===== src/rtl/cv32e40x_aes_word_sequencer.sv =====
// Drives one AES32 column through four byte-select issues (bs 0..3) on an external AES unit and returns the final column.
// Optional macro AES_SEQ_ID_CHECK_EN adds a sticky result-tag mismatch flag reported on rsp_err_o.
module cv32e40x_aes_word_sequencer #(
  parameter int X_ID_WIDTH = 4
) (
  input  logic                  clk_i,
  input  logic                  rst_n,

  input  logic                  req_valid_i,
  output logic                  req_ready_o,
  input  logic [31:0]           req_state_i,
  input  logic [31:0]           req_key_i,
  input  logic [1:0]            req_op_i,
  input  logic [X_ID_WIDTH-1:0] req_id_i,

  input  logic                  rnd_valid_i,
  output logic                  rnd_ready_o,
  input  logic [43:0]           rnd_i,

  output logic                  aes_valid_o,
  input  logic                  aes_ready_i,
  output logic [31:0]           aes_rs1_o,
  output logic [31:0]           aes_rs2_o,
  output logic [1:0]            aes_bs_o,
  output logic [7:0]            aes_mask_o,
  output logic [35:0]           aes_randombits_o,
  output logic [X_ID_WIDTH-1:0] aes_instr_id_o,
  output logic                  aes_op_encs_o,
  output logic                  aes_op_encsm_o,
  output logic                  aes_op_decs_o,
  output logic                  aes_op_decsm_o,

  input  logic                  aes_valid_i,
  output logic                  aes_ready_o,
  input  logic [31:0]           aes_result_i,
  input  logic [X_ID_WIDTH-1:0] aes_instr_id_i,

  output logic                  rsp_valid_o,
  input  logic                  rsp_ready_i,
  output logic [31:0]           rsp_data_o,
  output logic [X_ID_WIDTH-1:0] rsp_id_o,
  output logic                  rsp_err_o
);

  typedef enum logic [2:0] {IDLE, RND, ISSUE, WAIT, RESP} state_t;

  state_t                r_state;
  state_t                w_state_nxt;
  logic [31:0]           r_acc;
  logic [31:0]           r_col;
  logic [1:0]            r_op;
  logic [X_ID_WIDTH-1:0] r_id;
  logic [1:0]            r_bs;
  logic [43:0]           r_rnd;
  // Low for the first cycle after reset so every output reads 0 right after a reset edge.
  logic                  r_live;

  logic w_req_fire;
  logic w_rnd_fire;
  logic w_res_fire;

  assign w_req_fire = req_valid_i & req_ready_o;
  assign w_rnd_fire = rnd_valid_i & rnd_ready_o;
  assign w_res_fire = aes_valid_i & aes_ready_o;

`ifdef AES_SEQ_ID_CHECK_EN
  logic r_err;
  logic w_id_mis;

  assign w_id_mis = (aes_instr_id_i != r_id);

  always_ff @(posedge clk_i) begin
    if (!rst_n) begin
      r_err <= 1'b0;
    end else if (w_req_fire) begin
      r_err <= 1'b0;
    end else if (w_res_fire && w_id_mis) begin
      r_err <= 1'b1;
    end
  end
`else
  logic w_unused_id;

  assign w_unused_id = ^aes_instr_id_i;
`endif

  always_ff @(posedge clk_i) begin
    if (!rst_n) begin
      r_state <= IDLE;
      r_live  <= 1'b0;
      r_acc   <= '0;
      r_col   <= '0;
      r_op    <= '0;
      r_id    <= '0;
      r_bs    <= '0;
      r_rnd   <= '0;
    end else begin
      r_state <= w_state_nxt;
      r_live  <= 1'b1;
      if (w_req_fire) begin
        r_col <= req_state_i;
        r_op  <= req_op_i;
        r_id  <= req_id_i;
        r_acc <= req_key_i;
        r_bs  <= 2'd0;
      end
      if (w_rnd_fire) begin
        r_rnd <= rnd_i;
      end
      // bs_cnt stops at 3 on the last result so it never wraps inside a request.
      if (w_res_fire) begin
        r_acc <= aes_result_i;
        if (r_bs != 2'd3) begin
          r_bs <= r_bs + 2'd1;
        end
      end
    end
  end

  always_comb begin
    w_state_nxt      = r_state;
    req_ready_o      = 1'b0;
    rnd_ready_o      = 1'b0;
    aes_valid_o      = 1'b0;
    aes_rs1_o        = '0;
    aes_rs2_o        = '0;
    aes_bs_o         = '0;
    aes_mask_o       = '0;
    aes_randombits_o = '0;
    aes_instr_id_o   = '0;
    aes_op_encs_o    = 1'b0;
    aes_op_encsm_o   = 1'b0;
    aes_op_decs_o    = 1'b0;
    aes_op_decsm_o   = 1'b0;
    aes_ready_o      = 1'b0;
    rsp_valid_o      = 1'b0;
    rsp_data_o       = '0;
    rsp_id_o         = '0;
    rsp_err_o        = 1'b0;

    case (r_state)
      IDLE: begin
        req_ready_o = r_live;
        if (req_valid_i && r_live) begin
          w_state_nxt = RND;
        end
      end
      RND: begin
        rnd_ready_o = 1'b1;
        if (rnd_valid_i) begin
          w_state_nxt = ISSUE;
        end
      end
      ISSUE: begin
        aes_valid_o      = 1'b1;
        aes_rs1_o        = r_acc;
        aes_rs2_o        = r_col;
        aes_bs_o         = r_bs;
        aes_mask_o       = r_rnd[43:36];
        aes_randombits_o = r_rnd[35:0];
        aes_instr_id_o   = r_id;
        aes_op_encs_o    = (r_op == 2'b00);
        aes_op_encsm_o   = (r_op == 2'b01);
        aes_op_decs_o    = (r_op == 2'b10);
        aes_op_decsm_o   = (r_op == 2'b11);
        if (aes_ready_i) begin
          w_state_nxt = WAIT;
        end
      end
      WAIT: begin
        aes_ready_o = 1'b1;
        if (aes_valid_i) begin
          w_state_nxt = (r_bs == 2'd3) ? RESP : RND;
        end
      end
      RESP: begin
        rsp_valid_o = 1'b1;
        rsp_data_o  = r_acc;
        rsp_id_o    = r_id;
`ifdef AES_SEQ_ID_CHECK_EN
        rsp_err_o   = r_err;
`endif
        if (rsp_ready_i) begin
          w_state_nxt = IDLE;
        end
      end
      default: begin
        w_state_nxt = IDLE;
      end
    endcase
  end

endmodule

===== config.mk =====
export PLATFORM = sky130hd
export DESIGN_NAME = cv32e40x_aes_word_sequencer
export DESIGN_NICKNAME = d
export VERILOG_FILES = /design/src/rtl/cv32e40x_aes_word_sequencer.sv
export SDC_FILE = /design/constraint.sdc
export NUM_CORES = 1
export LEC_CHECK = 0
export ABC_AREA = 1
export CAP_MARGIN = 10
export CORE_AREA = 2 2 122 124
export CTS_CLUSTER_DIAMETER = 50
export DETAILED_ROUTE_END_ITERATION = 10
export DIE_AREA = 0 0 124 126
export GPL_ROUTABILITY_DRIVEN = 0
export PLACE_DENSITY = 0.78
export SLEW_MARGIN = 30
export SYNTH_ARGS = -nofsm -noshare
export SYNTH_HDL_FRONTEND = slang
export SYNTH_SLANG_ARGS = --single-unit

===== constraint.sdc =====
create_clock -name clk_i -period 3.16 [get_ports clk_i]
set_input_delay 0.632 -clock clk_i [delete_from_list [all_inputs] [get_ports clk_i]]
set_output_delay 0.632 -clock clk_i [all_outputs]
set_load 0.02 [all_outputs]

Word-level counts from Yosys, hierarchy flattened. Cells that the tools add are included.

Add/subtract/negate cells: 1. Equal/unequal tests: 14. Mux-type cells: 30. Bitwise operators: 3. Reduce and logical (&&, ||, !) cells: 5.

Operators by type and width (count): 32-bit two-way mux (5); 36-bit two-way mux (1); 3-bit two-way mux (6); 3-bit one-hot mux with 5 select lines (1); 2-bit != test (second input constant) (6); 1-bit two-way mux (10); 2-bit two-way mux (4); 4-bit two-way mux (2); 8-bit two-way mux (1); 2-bit equality test (second input constant) (3); 3-bit by 2-bit equality test with 1-bit output (second input constant) (2); 5-bit AND reduction (1); 1-bit AND (3); 3-bit by 1-bit equality test with 1-bit output (second input constant) (1); 3-bit equality test (second input constant) (1); 3-bit logical NOT (1); 2-bit by 1-bit adder with 2-bit output (second input constant) (1); 2-bit by 1-bit equality test with 1-bit output (second input constant) (1); 2-bit logical NOT (1); 2-bit nonzero test (1); 1-bit logical AND (1).

Flip-flop bits (word level): 120. Input port bits: 157. Logic and storage cells: 61.

Longest topological paths before layout. Gate-level depths: netlist of the first run.

Depth after elaboration: 6. Depth in mapped cells: 8. Gate-level depth less buffers: 8.

Least setup slack after synthesis of the first run. Ideal clock, no wire load.

Path kind: register -> output. Start point: register r_state[1]. End point: output aes_op_decs_o. Arrival time: 1.297 ns. Path slack: 1.231 ns. Cell stages (with the launch flop): 6. Buffers on the path: 1. Cells stage by stage: dfxtp_1 > inv_2 > nor2_1 > nand2_1 > buf_2 > nor3_1.

Word-level cells in the longest chain between the ends: 2.

Ends and longest elaborated chain: start: declaration (line 47) `state_t r_state;`; start signal: assignment (line 98) `r_state <= w_state_nxt;`; 3-bit by 2-bit equality test with 1-bit output (line 141) `case (r_state)`; 1-bit two-way mux (line 141); end: declaration (line 30) `output logic aes_op_decs_o,`.

Every way passes these cells.

Final worst setup path of the first run.
Start point: register r_state[1]. End point: output aes_op_encsm_o.

Word-level cells in the longest chain between the ends: 2.

Ends and longest elaborated chain: 3-bit by 2-bit equality test with 1-bit output (line 141); 1-bit two-way mux (line 141); end: declaration (line 29) `output logic aes_op_encsm_o,`.

Every way passes these cells.

==> results of run 1 <==
-- worst max-delay path, stage by stage, from the launching register on --
cell,delay (ns)
dfxtp_1,0.41
inv_2,0.10
nor2_4,0.18
nand2_4,0.21
buf_12,0.23
nor3_1,0.16
clkdlybuf4s50_1,0.64
-- timing repair --
action | CTS | global route
pin swaps | 1 | 0
endpoints found under the setup margin | 5 | 46
endpoints found under the hold margin | 0 | 0
gates cloned | 1 | 0
resized for setup | 1 | 1
-- cell type report --
cell class	count	area [sq um]	share of cell area (%)
repair buffers	321	3246	35.13
flip-flops and latches	120	2402	26.00
multi-input cells	496	2232	24.16
inverters	132	496.7	5.376
clock buffers	24	491.7	5.322
well taps	184	230.2	2.492
clock inverters	7	140.1	1.517
-- synth_stat cells (all sizes together), types with 5 or more instances --
library cell	count
a21oi	83
a31oi	32
buf	35
clkbuf	21
dfxtp	120
inv	131
nand2	117
nand3	5
nor2	163
nor3	5
o21ai	86
-- sequential cells by signal, summed over array words and instances, names as in the netlist --
name / count
r_rnd: 44
r_bs: 2
r_live: 1
r_id: 4
r_acc: 32
r_state: 3
r_op: 2
r_col: 32
-- worst paths after layout --
check                                        startpoint                     end  cells after the start
worst max-delay path            r_state[1]$_SDFFE_PN0P_          aes_op_encsm_o                      6
worst min-delay path             r_rnd[42]$_SDFFE_PN0P_  r_rnd[42]$_SDFFE_PN0P_                      2
worst max register to register  r_state[2]$_SDFFE_PN0P_   r_col[9]$_SDFFE_PN0P_                      5
worst min register to register   r_rnd[42]$_SDFFE_PN0P_  r_rnd[42]$_SDFFE_PN0P_                      2
-- kinds of logic after synthesis --
logic type	after synthesis	share of synthesized area (%)
buffers and inverters	188	14.67
AOI/OAI and AO/OA	202	19.49
adders and majority gates	1	0.2314
DFF	120	44.43
and+or+nand+nor	291	21.11
other	1	0.06936
-- through the flow --
| stage | power, mW | worst slack (ns) | cell area (sq um) | cells |
|---|---|---|---|---|
| 2_1_floorplan | 3.221 | 1.231 | 5406 | 803 |
| 6_report | 6.049 | 0.2011 | 9239 | 1284 |
| 4_1_cts | 6.094 | 0.08859 | 9234 | 1284 |
| 5_1_grt | 6.422 | 0.007004 | 9239 | 1284 |
| 3_3_place_gp | 3.953 | 0.4401 | 8593 | 1252 |
| 3_5_place_dp | 3.991 | 0.4165 | 8593 | 1252 |
-- metal layers --
metal | part of all wire, % | track usage [%] | up-vias
li1 | - | - | 3063
met1 | 39 | 25.43 | 2654
met2 | 47 | 39.27 | 245
met3 | 12 | 10.64 | 25
met4 | 1.8 | 7.667 | 0
met5 | 0 | 0 | -
-- power groups by stage --
stage,logic [mW],registers (mW),clock network [mW]
after detailed placement,2.03,1.96,0
after floorplan,1.30,1.92,0
after CTS,2.06,1.93,2.10
final,2.04,1.93,2.07
after global placement,2.00,1.95,0
after global routing,2.28,1.97,2.18
==> results by group, run 1 <==
Run status
  – Run status: finished clean

Finish
  – Area grow syn2layout: 70.89%
  – Number of filler cells placed in the layout: 1265
  – Antenna cell count: 0
  – Most frequent cells in the layout: clkdlybuf4s50_1, nor2_1, inv_1
  – Fin nets: 1246
  – Layout cell share with drive strength beyond 1: 4.818%
  – Utilization after layout: 64.55%
  – Most frequent standard cell in the layout excluding fill and tap cells: clkdlybuf4s50_1

Pwr
  – Clock share of power: 34.3%
  – Pwr dens: 654.7 nW/um^2
  – Max rail drop VDD: 0.0003617 V
  – Share of power burned in registers: 32.0%
  – Net switching share of the total power: 33.95%
  – Share of power burned in combinational logic: 33.7%
  – Power Internal: 3.995 mW
  – Psw: 2.054 mW
  – Cell leakage power: 3.267 nW

Job
  – Max-capacitance violation count: 0

Clocking
  – Total of hold buffers inserted after clock tree synthesis: 0
  – CTS tree: done
  – Clock root cell: clkbuf_16
  – CTS Sinks: 120
  – Number of levels the H-tree was split into: 4
  – Clock network latency to the later pin of the worst-skew pair: 0.41 ns
  – Number of CTS-inserted buffers: 17
  – Clock transition at path regs: 0.06 ns
  – Number of setup buffers added after CTS: 0
  – Max Buffers Root-to-Sink: 2

Critical path
  – Worst Path Required: 2.53 ns
  – Worst-path maximum fanout: 26
  – Flop2flop setup slack: 1.23 ns
  – Worst EP arrival: 2.33 ns
  – Type of the setup path with the least slack: register to output pin
  – Setup crit end kind: output pin
  – Setup crit start kind: register

Synth
  – Synthesized instance count: 803
  – Fraction of synthesis flops using an asynchronous set or reset pin: 0%
  – Total of warnings raised by yosys: 0
  – Register bit count reported by yosys: 120
  – Fraction of synthesized cell area taken by the top area cell type: 44.43%
  – Summed instance area of the synthesized netlist: 5406 sq um
  – Average footprint of a synthesized cell: 6.733 sq um
  – Number of enable flip-flop cells after synthesis: 0
  – Synthesized Nets: 961
  – Share of synthesized area occupied by flip-flops and latches: 44.43%
  – Biggest area contributors in the synthesized netlist: dfxtp_1, nor2_1, inv_1, nand2_1, o21ai_0
  – Library cell with the largest summed area after synthesis: dfxtp_1
  – Cell variety after synth: 24
  – Dominant synthesized flop cell: dfxtp_1

Floorplan
  – Die extent in y: 126 microns
  – Row cnt: 44
  – Total Die Area: 15620 sq um
  – Core footprint: 14310 sq um
  – Boundary Pins: 317
  – Die X-Extent: 124 microns
  – Effective utilization at floorplan: 37.77%

Global route
  – Number of global-route vias before repair: 5635
  – Wire length of the first global-routing pass: 28100 microns
  – Congestion Overflow GR: 0
  – Tot GR Track Use: 23.14%
  – Number of antenna violations at the first check in global routing: 0
  – Maximum number of pins on one net before global-route repair: 89

Detailed routing
  – Post-detailed-route count of antenna-violating nets: 0
  – Routed vias: 5987
  – Number of design rule violations left after detail routing: 0
  – Initial DRT Pass Iterations: 6
  – Routed Wire Length: 18520 microns
  – Average detailed-routed wire length per instance: 14.42 microns
  – DRC violation total after the first TritonRoute iteration: 294
  – Vias per cell: 4.663

Timing
  – Final-layout worst hold slack: 0.4492 ns
  – RSZ-0062 raised after global routing: false
  – Finish-stage setup viols: 0
  – Final Critical Period: 2.959 ns
  – Least-Margin Pin Slew: 0.7932 ns
  – Max Fclk: 338.0 MHz
  – Sum of negative setup slack: 0 ns
  – Clock skew after layout: 0.006963 ns
  – Fraction of the cycle the final worst path needs: 93.64%
  – Number of hold violations in the final report: 0
  – Worst slew slack as a fraction of its limit: 47.12%
  – Max-slew violations: 0

Placement
  – HPWL after DPL: 12900 microns
  – Quantity of I/O buffers inserted on ports: 311

Worst hold path
  – Class of the worst hold path: register to register
(Power assumes the default switching activity.)
==> run 2, diff against run 1 <==
ABC_CLOCK_PERIOD_IN_PS = 3160   (was not set)
==> results of run 2 <==
Final layout, timing and power as in run 1 (identical DEF).
==> run 3, diff against run 2 <==
SKIP_LAST_GASP = 1   (was not set)
==> results of run 3 <==
Final layout, timing and power as in run 1 (identical DEF).
